--- config.mk ---
export PLATFORM = sky130hd
export DESIGN_NAME = mem_stage
export DESIGN_NICKNAME = d
export VERILOG_FILES = /design/src/rtl/mem_stage_pkg.sv /design/src/rtl/mem_stage_data_ram.sv /design/src/rtl/mem_stage.sv
export SDC_FILE = /design/constraint.sdc
export NUM_CORES = 2
export LEC_CHECK = 0
export CAP_MARGIN = 20
export CELL_PAD_IN_SITES_DETAIL_PLACEMENT = 1
export CELL_PAD_IN_SITES_GLOBAL_PLACEMENT = 1
export CORE_MARGIN = 2
export CORE_UTILIZATION = 38
export CTS_CLUSTER_SIZE = 40
export DETAILED_ROUTE_END_ITERATION = 8
export MAX_ROUTING_LAYER = met4
export PLACE_DENSITY = 0.58
export SYNTH_ARGS = -nofsm -noshare
export SYNTH_HDL_FRONTEND = slang
export SYNTH_SLANG_ARGS = --single-unit
export TNS_END_PERCENT = 20
--- constraint.sdc ---
create_clock -name clock -period 7.1 [get_ports clock]
set_clock_uncertainty 0.15 [all_clocks]
set_input_delay 1.065 -clock clock [delete_from_list [all_inputs] [get_ports clock]]
set_output_delay 1.065 -clock clock [all_outputs]
set_load 0.02 [all_outputs]
--- src/rtl/mem_stage_pkg.sv ---
// mem_stage_pkg -- widths and helpers shared by the memory pipeline stage.
//   DATA_W    : data path width
//   ADDR_W    : data-memory address width
//   MEM_DEPTH : number of data-memory words
//   branchTaken() : PC-select decision from jump/branch controls
package mem_stage_pkg;

   localparam int DATA_W    = 8;
   localparam int ADDR_W    = 8;
   localparam int MEM_DEPTH = 256;

   // An unconditional jump wins over any conditional-branch outcome.
   function automatic logic branchTaken(input logic j, input logic jc,
                                        input logic neq, input logic zero);
      return j | (jc & (neq ? ~zero : zero));
   endfunction

endpackage

--- src/rtl/mem_stage_data_ram.sv ---
// data_ram -- MEM_DEPTH x DATA_W data memory.
//   clock  : rising-edge clock
//   we     : write enable (synchronous write)
//   addr   : shared read/write address
//   wrData : write data
//   rdData : asynchronous read data, mem[addr]
// Contents have no reset.
module data_ram
   import mem_stage_pkg::*;
(
   input  logic              clock,
   input  logic              we,
   input  logic [ADDR_W-1:0] addr,
   input  logic [DATA_W-1:0] wrData,
   output logic [DATA_W-1:0] rdData
);

   logic [DATA_W-1:0] mem [MEM_DEPTH];

   always_ff @(posedge clock) begin
      if (we) begin
         mem[addr] <= wrData;
      end
   end

   assign rdData = mem[addr];

endmodule

--- src/rtl/mem_stage.sv ---
// mem_stage -- memory pipeline stage: data memory access, writeback data
// select, branch resolution and control pipelining.
//   clock, reset_n        : rising-edge clock, async active-low reset
//   Wr, Wm, Rm            : regfile write, memory write, memory read enables
//   Neq, J, JC, zeroOut   : branch sense, jump, conditional jump, ALU zero
//   PC                    : current PC (link value)
//   acOutValue            : ALU result / memory address
//   RegVal                : store data
//   data_out              : registered writeback data
//   saidaA                : registered branch-taken / PC-select
//   Wr_MEM, Rm_MEM        : Wr and Rm delayed one cycle
// Build option: define MEM_LINK_EN to write PC back on J with Wr and no read
// (jump-and-link); otherwise PC is ignored.
module mem_stage
   import mem_stage_pkg::*;
(
   input  logic              clock,
   input  logic              reset_n,
   input  logic              Wr,
   input  logic              Wm,
   input  logic              Rm,
   input  logic              Neq,
   input  logic              J,
   input  logic              JC,
   input  logic [DATA_W-1:0] PC,
   input  logic              zeroOut,
   input  logic [ADDR_W-1:0] acOutValue,
   input  logic [DATA_W-1:0] RegVal,
   output logic [DATA_W-1:0] data_out,
   output logic              saidaA,
   output logic              Wr_MEM,
   output logic              Rm_MEM
);

   logic [DATA_W-1:0] ramRdData;
   logic [DATA_W-1:0] nextData;
   logic              ramWe;
   logic              linkSel;

   // Memory must not be written while the stage is held in reset.
   assign ramWe = Wm & reset_n;

   data_ram uDataRam (
      .clock  (clock),
      .we     (ramWe),
      .addr   (acOutValue),
      .wrData (RegVal),
      .rdData (ramRdData)
   );

`ifdef MEM_LINK_EN
   assign linkSel = J & Wr;
`else
   assign linkSel = 1'b0;
`endif

   // A read that coincides with a write returns the store data (write-first).
   always_comb begin
      nextData = acOutValue;
      if (Rm) begin
         nextData = Wm ? RegVal : ramRdData;
      end else if (linkSel) begin
         nextData = PC;
      end
   end

   always_ff @(posedge clock or negedge reset_n) begin
      if (!reset_n) begin
         data_out <= '0;
         saidaA   <= 1'b0;
         Wr_MEM   <= 1'b0;
         Rm_MEM   <= 1'b0;
      end else begin
         data_out <= nextData;
         saidaA   <= branchTaken(J, JC, Neq, zeroOut);
         Wr_MEM   <= Wr;
         Rm_MEM   <= Rm;
      end
   end

endmodule

# [After elaboration in Yosys (flattened, before gate mapping)]
# Memories as Yosys holds them, arrays and structs flattened.
# Cells that the tools add are included.
[totals] reg_bits=11 latch_bits=0 mem_bits_rw=2048 mem_bits_ro=0 input_bits=33 out_inout_bits=11 wordCells=14 mem_count=1
[memory_table] memory="uDataRam.mem" words=256 width=8 rd=1 rd_clocked_by_memory_dff=0 wr=1 line_no="mem_stage_data_ram.sv:18" rtl="logic [DATA_W-1:0] mem [MEM_DEPTH];"
[classes] n_addsub=0 multipliers=0 div=0 n_lt_le_gt_ge=0 eq_ne=0 shifts=0 n_mux=5 n_bitwise=4 n_reduce_logical=0
[ops] cell="$mux W8" count=2
[ops] cell="$mux W1" count=3
[ops] cell="$and A1 B1 Y1" count=2
[ops] cell="$not A1 Y1" count=1
[ops] cell="$or A1 B1 Y1" count=1

# [Logic depth before layout (Yosys ltp)]
[depth] word_depth=4 ltp_mapped=10

# [Cells and area by module]
# Synthesis repeated with hierarchy kept, for this count alone.
[hier_totals] hier_cells=3580 hier_area_um2=78813.1
[by_module_without_submodules] module="data_ram" instances=1 cells_per_inst=3539 area_each_um2=78332.6 seq_area_each_um2=61499.0
[by_module_without_submodules] module="mem_stage" instances=1 cells_per_inst=41 area_each_um2=480.5 seq_area_each_um2=275.3

# [Worst setup path after synthesis]
# OpenSTA, ideal clock, no wires.
[synth_timing] kind="input -> register" from="in acOutValue[0]" to="mem uDataRam.mem[105][0], enable pin" arrival_ps=3120 required_ps=6580 path_slack_ps=3459 cell_stages=8 path_buffers=5 cell_sequence="clkbuf_1 buf_2 buf_2 buf_2 nor3b_1 nand2_1 clkbuf_1 nor2_1"
[synth_lines] element="start, declared" line_no="mem_stage.sv:27" rtl="input logic [ADDR_W-1:0] acOutValue,"
[synth_lines] element="end, declared" line_no="mem_stage_data_ram.sv:18"
# No word-level cell before the write port.

# [Final worst setup path]
[layout_timing] from="in acOutValue[5]" to="reg data_out[7]"
[layout_between] elab_chain_len=3
[layout_lines] element="$mem_v2 Z256 W8"
[layout_lines] element="$mux W8" line_no="mem_stage.sv:61" rtl="nextData = Wm ? RegVal : ramRdData;"
[layout_lines] element="$mux W8" line_no="mem_stage.sv:60" rtl="if (Rm) begin"
[layout_lines] element="via nextData[7]" line_no="mem_stage.sv:36" rtl="logic [DATA_W-1:0] nextData;"
[layout_lines] element="end signal, assigned" line_no="mem_stage.sv:74" rtl="data_out <= nextData;"
[layout_lines] element="end, declared" line_no="mem_stage.sv:29" rtl="output logic [DATA_W-1:0] data_out,"
# The timed path passes the listed nets, and every way through them passes these cells.

==> run summary <==
Final Non-Filler Cells - 6,572
final hold violation count - 0
die width - 459 um
Via density - 5.66
Worst IR Drop VDD - 0.000268 V
placed cell count - 6,180
share of layout cells above drive strength 1 - 26.2%
Starting Density - 38.1%
number of synthesized flops with an enable pin - 2,048
CP Max Fanout - 13
critical path arrival - 5.07 ns
asr flop ratio synth - 0.534%
number of global-route vias before repair - 39,300
sequential fraction of the synthesis area - 78.5%
PwrDens - 284 nW/um2
IO buf count - 35
Final Slew Violations - 0
Final ANT Viol Nets - 0
drc violations - 0
Slew HR - 9.22%
DR pass1 iterations - 5
crit path time final - 4.49 ns
CTS buffer count - 210
row cnt - 167
worst-margin pin slew - 1.36 ns
GPL Wtd Cong - 0.816
total grt overflow - 0
unrepaired setup endpoints after global routing - false
Worst Hold Class - primary input to asynchronous set/reset pin
first-pass GRT wire length - 300 mm
TritonCTS Sinks - 2,059
Mean Syn Cell Area - 22.4 um2
fin crit share - 63.3%
clk_lat worst skew - 0.85 ns
CTS Hold Buffers Added - 0
max-cap violation count - 0
initial antenna violation count - 10
outcome - finished clean
crit start category - primary input
Synth cell types - 35
Final Net Count - 3,723
synth warn - 0
die span in y - 459 um
final wirelength - 209 mm
Crit. End Element - register
post-CTS resize count - 0
final number of setup-violating endpoints - 0
Power Total - 25.4 mW
Setup Fix Bufs, Post-CTS - 0
largest net degree at the start of global routing - 171
clock root buffer - clkbuf_16
Core ar. - 206,000 um2
Detailed Route Iter0 Violations - 3,678
commonest register cell after synthesis - edfxtp_1
Clock Pin Slew Worst Setup and Hold Paths - 0.06 ns
Clock H-tree levels - 4
CTS tree - yes
leak pwr - 27.1 nW
setup TNS - 0 ns
fmax - 0.223 GHz
detailed placer's ending HPWL - 125 mm
DIE AREA - 211,000 um2
synth-to-layout area growth - 13.9%
Vias - 37,200
critical path class - primary input to register
# IOs - 44
Synth Register Bits - 2,059
R2R setup slack - 3.84 ns
WL per Instance - 31.9 um
Syn Std Cell Area - 78,700 um2
maximum clock path buffer count - 3
post-synthesis instance total - 3,511
post-synthesis net count - 3,544
WP data required - 7.68 ns
GRT Total Usage - 20.6%
[path summary, 6_finish.rpt]
path | startpoint | endpoint | cells after the start
worst max-delay path | acOutValue[5] | data_out[7]$_DFF_PN0_ | 7
worst min-delay path | reset_n | Wr_MEM$_DFF_PN0_ | 2
worst max register to register | uDataRam.mem[235][7]$_DFFE_PP_ | data_out[7]$_DFF_PN0_ | 6
worst min register to register | uDataRam.mem[12][6]$_DFFE_PP_ | data_out[6]$_DFF_PN0_ | 6
max in group asynchronous | reset_n | Rm_MEM$_DFF_PN0_ | 2
min in group clock | Wr | Wr_MEM$_DFF_PN0_ | 1
[per-layer routing]
layer  share of wire, %  global-route usage, %  vias up
met3                5.1                   2.58      296
met5                  0                      -        -
met4                3.2                   6.70        0
met1                 44                   28.7    20500
met2                 48                   31.7     1122
li1                   -                      -    15300
[critical path, cell delays in order]
cell,delay (ns)
clkdlybuf4s50_1,1.14
nand2b_1,0.89
buf_4,0.35
a21oi_1,0.08
o41ai_1,0.97
a41oi_1,0.27
o22a_1,0.25
[power breakdown]
part	leakage [nW]	internal [mW]	switching, mW
sequential	18.5	13.4	0.0167
combinational	5.32	0.407	0.757
clock	3.25	6.23	4.65
total	27.1	20.0	5.42
[layout by cell type (no fill, tap or decap), drive strengths merged]
master / instances
a22oi: 199
nand2: 47
nor3: 2
edfxtp: 2048
clkinv: 92
nand3: 4
dfrtp: 11
a21o: 1
mux2i: 5
o2111ai: 1
o41ai: 24
a32oi: 1
nor2b: 5
and4: 1
nor2: 264
bufinv: 20
nand4b: 1
xor2: 1
clkinvlp: 7
a21oi: 98
clkdlybuf4s50: 23
o22ai: 1
buf: 165
nand2b: 4
and2: 3
mux4: 546
clkbuf: 261
inv: 6
o22a: 6
diode: 7
a221oi: 1
a41oi: 6
or2: 1
o21ai: 2
a21boi: 1
nand4: 1
nor3b: 2
[layout make-up]
cell class	instances	area (um2)
multi-input combinational	1228	16100
clock inverter	124	1170
sequential	2059	61800
timing repair buffer	190	1750
tap	2704	3380
antenna	7	17.5
inverter	1	3.75
fill	18900	117000
clock buffer	259	5520
[state kept, by name (all words and copies together) (netlist names)]
name	flops
Wr_MEM	1
saidaA	1
data_out	8
Rm_MEM	1
uDataRam.mem	2048
[logic make-up (layout without fill, tap and decap cells)]
group / after synthesis / after routing / synth area share [%]
AO/OA/AOI/OAI: 341 / 341 / 2.99
XOR/XNOR: 1 / 1 / 0.0111
AND/OR/NAND/NOR: 335 / 335 / 1.67
buffers and inverters: 224 / 574 / 1.18
multiplexers: 551 / 551 / 15.7
other: 0 / 7 / 0
flip-flops: 2059 / 2059 / 78.5
[cell usage after synthesis, types with 2 or more instances]
| cell | number | share of area [%] |
|---|---|---|
| nor3_1 | 2 | 0.013 |
| dfrtp_1 | 11 | 0.35 |
| a21oi_1 | 98 | 0.62 |
| nor2b_1 | 5 | 0.040 |
| clkbuf_1 | 142 | 0.68 |
| o21ai_0 | 2 | 0.013 |
| nand2_1 | 47 | 0.22 |
| nor2_1 | 264 | 1.3 |
| nor3b_1 | 2 | 0.019 |
| buf_1 | 21 | 0.10 |
| a41oi_1 | 6 | 0.067 |
| mux2i_1 | 5 | 0.064 |
| o22a_1 | 6 | 0.067 |
| a22oi_1 | 199 | 1.9 |
| mux4_2 | 546 | 16 |
| buf_2 | 57 | 0.36 |
| nand3_1 | 4 | 0.025 |
| nand2b_1 | 4 | 0.032 |
| buf_6 | 2 | 0.029 |
| and2_1 | 3 | 0.024 |
| edfxtp_1 | 2048 | 78 |
| o41ai_1 | 24 | 0.27 |
[stage by stage]
step           util, %  hold WS, ns  setup WS, ns  area (um2)
2_1_floorplan        -        0.619          3.46       78700
3_3_place_gp      40.2         1.04          1.82       83000
3_5_place_dp      40.2         1.06          1.83       83000
4_1_cts           43.4        0.344          2.72       89700
5_1_grt           43.5        0.381          2.65       89700
6_report          43.5        0.405          2.61       89700
Power figures use the tool's default switching activity.
